[src/rtl/riscv_defines.sv]
// Shared definitions for the pipeline hazard controller: FSM encoding and flush defaults.
package riscv_defines;

   typedef enum logic [1:0] {
      RUN      = 2'd0,
      LD_STALL = 2'd1,
      FLUSH    = 2'd2,
      MEM_WAIT = 2'd3
   } hz_state_e;

   localparam int unsigned FLUSH_CYCLES_DEF = 2;
   localparam int unsigned FLUSH_CNT_W      = 3;

endpackage

[src/rtl/fwd_unit.sv]
// Operand forwarding select: EX result wins over MEM result; loads in EX never forward.
module fwd_unit #(
   parameter int unsigned REG_ADDR_WIDTH = 5
) (
   input  logic [REG_ADDR_WIDTH-1:0] rs1_addr_i,
   input  logic [REG_ADDR_WIDTH-1:0] rs2_addr_i,
   input  logic [REG_ADDR_WIDTH-1:0] ex_rd_addr_i,
   input  logic                      ex_write_en_i,
   input  logic                      ex_load_i,
   input  logic [REG_ADDR_WIDTH-1:0] mem_rd_addr_i,
   input  logic                      mem_write_en_i,
   input  logic                      en_i,
   output logic                      opA_type1_o,
   output logic                      opA_type2_o,
   output logic                      opB_type1_o,
   output logic                      opB_type2_o
);

   logic ex_src_ok, mem_src_ok;

   assign ex_src_ok  = en_i & ex_write_en_i & ~ex_load_i & (ex_rd_addr_i != '0);
   assign mem_src_ok = en_i & mem_write_en_i & (mem_rd_addr_i != '0);

   assign opA_type1_o = ex_src_ok & (rs1_addr_i == ex_rd_addr_i);
   assign opB_type1_o = ex_src_ok & (rs2_addr_i == ex_rd_addr_i);
   assign opA_type2_o = mem_src_ok & (rs1_addr_i == mem_rd_addr_i) & ~opA_type1_o;
   assign opB_type2_o = mem_src_ok & (rs2_addr_i == mem_rd_addr_i) & ~opB_type1_o;

endmodule

[src/rtl/hazard_ctrl.sv]
// Pipeline hazard controller: memory-wait stalls, branch flushes, load-use stalls and forwarding.
module hazard_ctrl import riscv_defines::*; #(
   parameter int unsigned FLUSH_CYCLES   = FLUSH_CYCLES_DEF,
   parameter int unsigned REG_ADDR_WIDTH = 5
) (
   input  logic                      clk,
   input  logic                      rst,
   input  logic [REG_ADDR_WIDTH-1:0] id_rs1_addr_i,
   input  logic [REG_ADDR_WIDTH-1:0] id_rs2_addr_i,
   input  logic                      id_uses_rs1_i,
   input  logic                      id_uses_rs2_i,
   input  logic [REG_ADDR_WIDTH-1:0] ex_rd_addr_i,
   input  logic                      ex_write_en_i,
   input  logic                      ex_load_i,
   input  logic [REG_ADDR_WIDTH-1:0] mem_rd_addr_i,
   input  logic                      mem_write_en_i,
   input  logic                      branch_taken_i,
   input  logic                      dmem_req_i,
   input  logic                      dmem_gnt_i,
   output logic                      pc_stall_o,
   output logic                      if_id_stall_o,
   output logic                      id_ex_stall_o,
   output logic                      if_id_clear_o,
   output logic                      id_ex_clear_o,
   output logic                      fwrd_opA_type1_o,
   output logic                      fwrd_opA_type2_o,
   output logic                      fwrd_opB_type1_o,
   output logic                      fwrd_opB_type2_o,
   output logic [1:0]                state_o
);

   localparam logic [FLUSH_CNT_W-1:0] FLUSH_LOAD = FLUSH_CNT_W'(FLUSH_CYCLES - 1);

   hz_state_e              state_q, state_d;
   logic [FLUSH_CNT_W-1:0] cnt_q, cnt_d;
   logic                   mem_wait, load_use;

   assign mem_wait = dmem_req_i & ~dmem_gnt_i;
   assign load_use = ex_load_i & ex_write_en_i & (ex_rd_addr_i != '0) &
                     ((id_uses_rs1_i & (id_rs1_addr_i == ex_rd_addr_i)) |
                      (id_uses_rs2_i & (id_rs2_addr_i == ex_rd_addr_i)));

   // Priority chain; MEM_WAIT falls through to RUN behaviour once the grant arrives.
   always_comb begin
      pc_stall_o    = 1'b0;
      if_id_stall_o = 1'b0;
      id_ex_stall_o = 1'b0;
      if_id_clear_o = 1'b0;
      id_ex_clear_o = 1'b0;
      state_d       = RUN;
      cnt_d         = cnt_q;
      if (rst) begin
         if_id_clear_o = 1'b1;
         id_ex_clear_o = 1'b1;
      end else if (mem_wait) begin
         pc_stall_o    = 1'b1;
         if_id_stall_o = 1'b1;
         id_ex_stall_o = 1'b1;
         state_d       = MEM_WAIT;
         cnt_d         = '0;
      end else if (state_q == LD_STALL) begin
         state_d = RUN;
      end else if (branch_taken_i) begin
         if_id_clear_o = 1'b1;
         id_ex_clear_o = 1'b1;
         cnt_d         = FLUSH_LOAD;
         state_d       = (FLUSH_CYCLES > 1) ? FLUSH : RUN;
      end else if (state_q == FLUSH) begin
         if_id_clear_o = 1'b1;
         cnt_d         = cnt_q - FLUSH_CNT_W'(1);
         state_d       = (cnt_q <= FLUSH_CNT_W'(1)) ? RUN : FLUSH;
      end else if (load_use) begin
         pc_stall_o    = 1'b1;
         if_id_stall_o = 1'b1;
         id_ex_clear_o = 1'b1;
         state_d       = LD_STALL;
      end
   end

   always_ff @(posedge clk) begin
      if (rst) begin
         state_q <= RUN;
         cnt_q   <= '0;
      end else begin
         state_q <= state_d;
         cnt_q   <= cnt_d;
      end
   end

   assign state_o = state_q;

   fwd_unit #(.REG_ADDR_WIDTH(REG_ADDR_WIDTH)) u_fwd (
      .rs1_addr_i     (id_rs1_addr_i),
      .rs2_addr_i     (id_rs2_addr_i),
      .ex_rd_addr_i   (ex_rd_addr_i),
      .ex_write_en_i  (ex_write_en_i),
      .ex_load_i      (ex_load_i),
      .mem_rd_addr_i  (mem_rd_addr_i),
      .mem_write_en_i (mem_write_en_i),
      .en_i           (~rst & ~id_ex_stall_o),
      .opA_type1_o    (fwrd_opA_type1_o),
      .opA_type2_o    (fwrd_opA_type2_o),
      .opB_type1_o    (fwrd_opB_type1_o),
      .opB_type2_o    (fwrd_opB_type2_o)
   );

endmodule

[config.mk]
export PLATFORM = sky130hd
export DESIGN_NAME = hazard_ctrl
export DESIGN_NICKNAME = d
export VERILOG_FILES = /design/src/rtl/riscv_defines.sv /design/src/rtl/fwd_unit.sv /design/src/rtl/hazard_ctrl.sv
export SDC_FILE = /design/constraint.sdc
export NUM_CORES = 1
export LEC_CHECK = 0
export ABC_AREA = 0
export ABC_CLOCK_PERIOD_IN_PS = 4100
export CORE_MARGIN = 2
export CORE_UTILIZATION = 39
export CTS_CLUSTER_DIAMETER = 60
export DETAILED_ROUTE_END_ITERATION = 8
export PLACE_DENSITY_LB_ADDON = 0.25
export SKIP_LAST_GASP = 1
export SLEW_MARGIN = 20
export SYNTH_ARGS = -nofsm -noshare
export SYNTH_HDL_FRONTEND = slang
export SYNTH_SLANG_ARGS = --single-unit
export TNS_END_PERCENT = 20
[constraint.sdc]
create_clock -name clk -period 4.1 [get_ports clk]
set_input_delay 0.82 -clock clk [delete_from_list [all_inputs] [get_ports clk]]
set_output_delay 0.82 -clock clk [all_outputs]
set_load 0.05 [all_outputs]
==> metrics.txt <==
outcome completed; Worst-path clk slew 0.04 ns; largest net degree at the start of global routing 9; WP data required 3.28 ns; Via density 5.302; Netlist cell types 29; post-synthesis register bit count 5; Worst setup EP type output port; max_cap viols 0; fin nets 166; CTS tree yes; top fanout value on the critical path 4; Die ar. 0.002025 mm^2; startpoint types primary input; commonest non-fill, non-tap cell in the layout clkdlybuf4s50_1; number of H-tree levels 1; setup ws final 0.3982 ns; Leak 0.0004356 uW; pwr dens 192.9 mW/mm^2; ant diodes 0; clock root cell clkbuf_4; pre-CTS setup slack 0.3972 ns; worst-case clock buffer depth 2; Post-DP HPWL 1.650 mm; IO Count 41; Setup Buffers After CTS 0; # clock sinks 5; Post-Syn Area 655.6 um^2; vias in the first global route 702; most frequent cells in the layout 33 x clkdlybuf4s50_1, 11 x inv_1, 10 x xnor2_1, 7 x nor2_1, 7 x a21oi_1; Hold Fails Final Rpt 0; placer's final routability congestion estimate 0.8363; Routed Antenna Nets 0; initial antenna violation count 0; Setup Skew 0.0009260 ns; hold_buf cts 0; Core Util, Final 0.7427; Global Route Usage Sum 0.1972; multi-input logic area 511.7 um^2; worst vdd ir 0.2919 mV; Mapped Cells 90; Crit Path Class in2out; share of the synthesized area in the top cell type 0.1527; row count 14; first-pass GRT wire length 2.918 mm; critical path arrival 2.88 ns; TNS Setup 0 ns; Register Area 100.1 um^2; first-pass iteration count of the detailed router 4; Die W 45 um; GRT overflow 0; Worst Hold Class reg2reg; FILL cells 133; Area Overhead vs Synth 74.62%; Syn Area/Cell 7.285 um^2; RSZ-0062 raised after global routing false; count of non-filler cells in the finished layout 149; port bufs 40; Starting DRT DRC Count 15; post-synthesis sequential area ratio 0.1527; post-cts sizing count 0; # DRC 0; Rel. slew slack 0.6718; Yosys top cell by area dfxtp_1; Vias 790; Final period util 0.9029; Reg2Reg Setup Slack 2.91 ns; TritonCTS Buffers 3; Slew @ Worst Pin 0.4907 ns; Area contributors post-synth dfxtp_1 15%, xnor2_1 13%, xor2_1 8.0%, inv_1 6.3%, a21oi_1 5.3%; placed cells 145; Yosys warnings 0; area of the core 0.001541 mm^2; initial core utilization 0.4253; Die Ht 45 um; syn_nets 122; layout cell share with drive strength beyond 1 0.1203; final setup fails 0; routed wire length 1.838 mm; minimum clock period 3.702 ns; fin. max-slew vios 0; WL/cell 12.34 um; fmax 0.2701 GHz; Clk Latency, worst-skew pair 0.24 ns
-- stage by stage --
stage,cell area (um^2),total power (uW),hold slack [ns]
after floorplan,660.6,111.2,0.4496
after global placement,1119,164.3,0.4663
after detailed placement,1119,166.3,0.4918
after CTS,1145,223.4,0.5007
after global routing,1145,236.0,0.5348
final,1145,220.9,0.4980
-- synthesized netlist by cell type (all sizes together) --
| cell type | n |
|---|---|
| inv | 11 |
| xnor2 | 10 |
| a21oi | 7 |
| nor2 | 7 |
| nor3 | 7 |
| xor2 | 6 |
| dfxtp | 5 |
| nand3 | 5 |
| nor2b | 5 |
| nand2b | 3 |
| o21ai | 3 |
| ha | 2 |
| nand2 | 2 |
| o31ai | 2 |
| or3 | 2 |
| or4 | 2 |
| a2111o | 1 |
| a211oi | 1 |
| a21o | 1 |
| a22oi | 1 |
| buf | 1 |
| o211ai | 1 |
| o21bai | 1 |
| o221ai | 1 |
| o22ai | 1 |
| o32a | 1 |
| o41ai | 1 |
-- final cells by class --
class                      instances  area share
tap                               16     0.01749
clock buffer                       4     0.02295
sequential                         5     0.08743
timing repair buffer              40      0.3891
multi-input combinational         73      0.4470
inverter                          11     0.03607
-- where the power goes --
group / total, uW / switching [uW] / internal, uW
registers: 54.8 / 2.96 / 51.9
logic: 111 / 53.4 / 57.7
clock network: 55.0 / 18.3 / 36.7
total: 221 / 74.6 / 146
-- metal layers --
metal	up-vias	part of all wire	track usage	wire length [um]
met1	347	0.42	0.2524	777
met2	34	0.49	0.3171	906
met4	0	0.013	0.05294	23
li1	405	-	-	-
met3	4	0.071	0.06400	130
met5	-	0	0	0
-- critical path, cell delays in order --
cell and delay, ns:
clkdlybuf4s50_1 0.48, or4_1 0.54, o21ai_0 0.25, or3_1 0.19, nor3_1 0.08, nor3_1 0.33
buf_12 0.19
-- state kept, by name, summed over array words and instances (netlist names) --
register	count
state_o	2
cnt_q	3
-- cells by family after synthesis --
logic type / count (synthesis) / share of synthesized area
AND/OR/NAND/NOR: 33 / 0.2767
flip-flops: 5 / 0.1527
buffers and inverters: 12 / 0.07443
adder cells (fa/ha/maj): 2 / 0.03816
XOR/XNOR: 16 / 0.2137
AO/OA/AOI/OAI: 22 / 0.2443
-- final timing paths --
check | from | to | depth (start not counted)
hold reg to reg | cnt_q[2] | cnt_q[2] | 2
setup reg to reg | state_o[0] | state_o[0] | 4
hold / removal | cnt_q[2] | cnt_q[2] | 2
setup / recovery | ex_rd_addr_i[0] | fwrd_opA_type2_o | 7
Power figures use the tool's default switching activity.
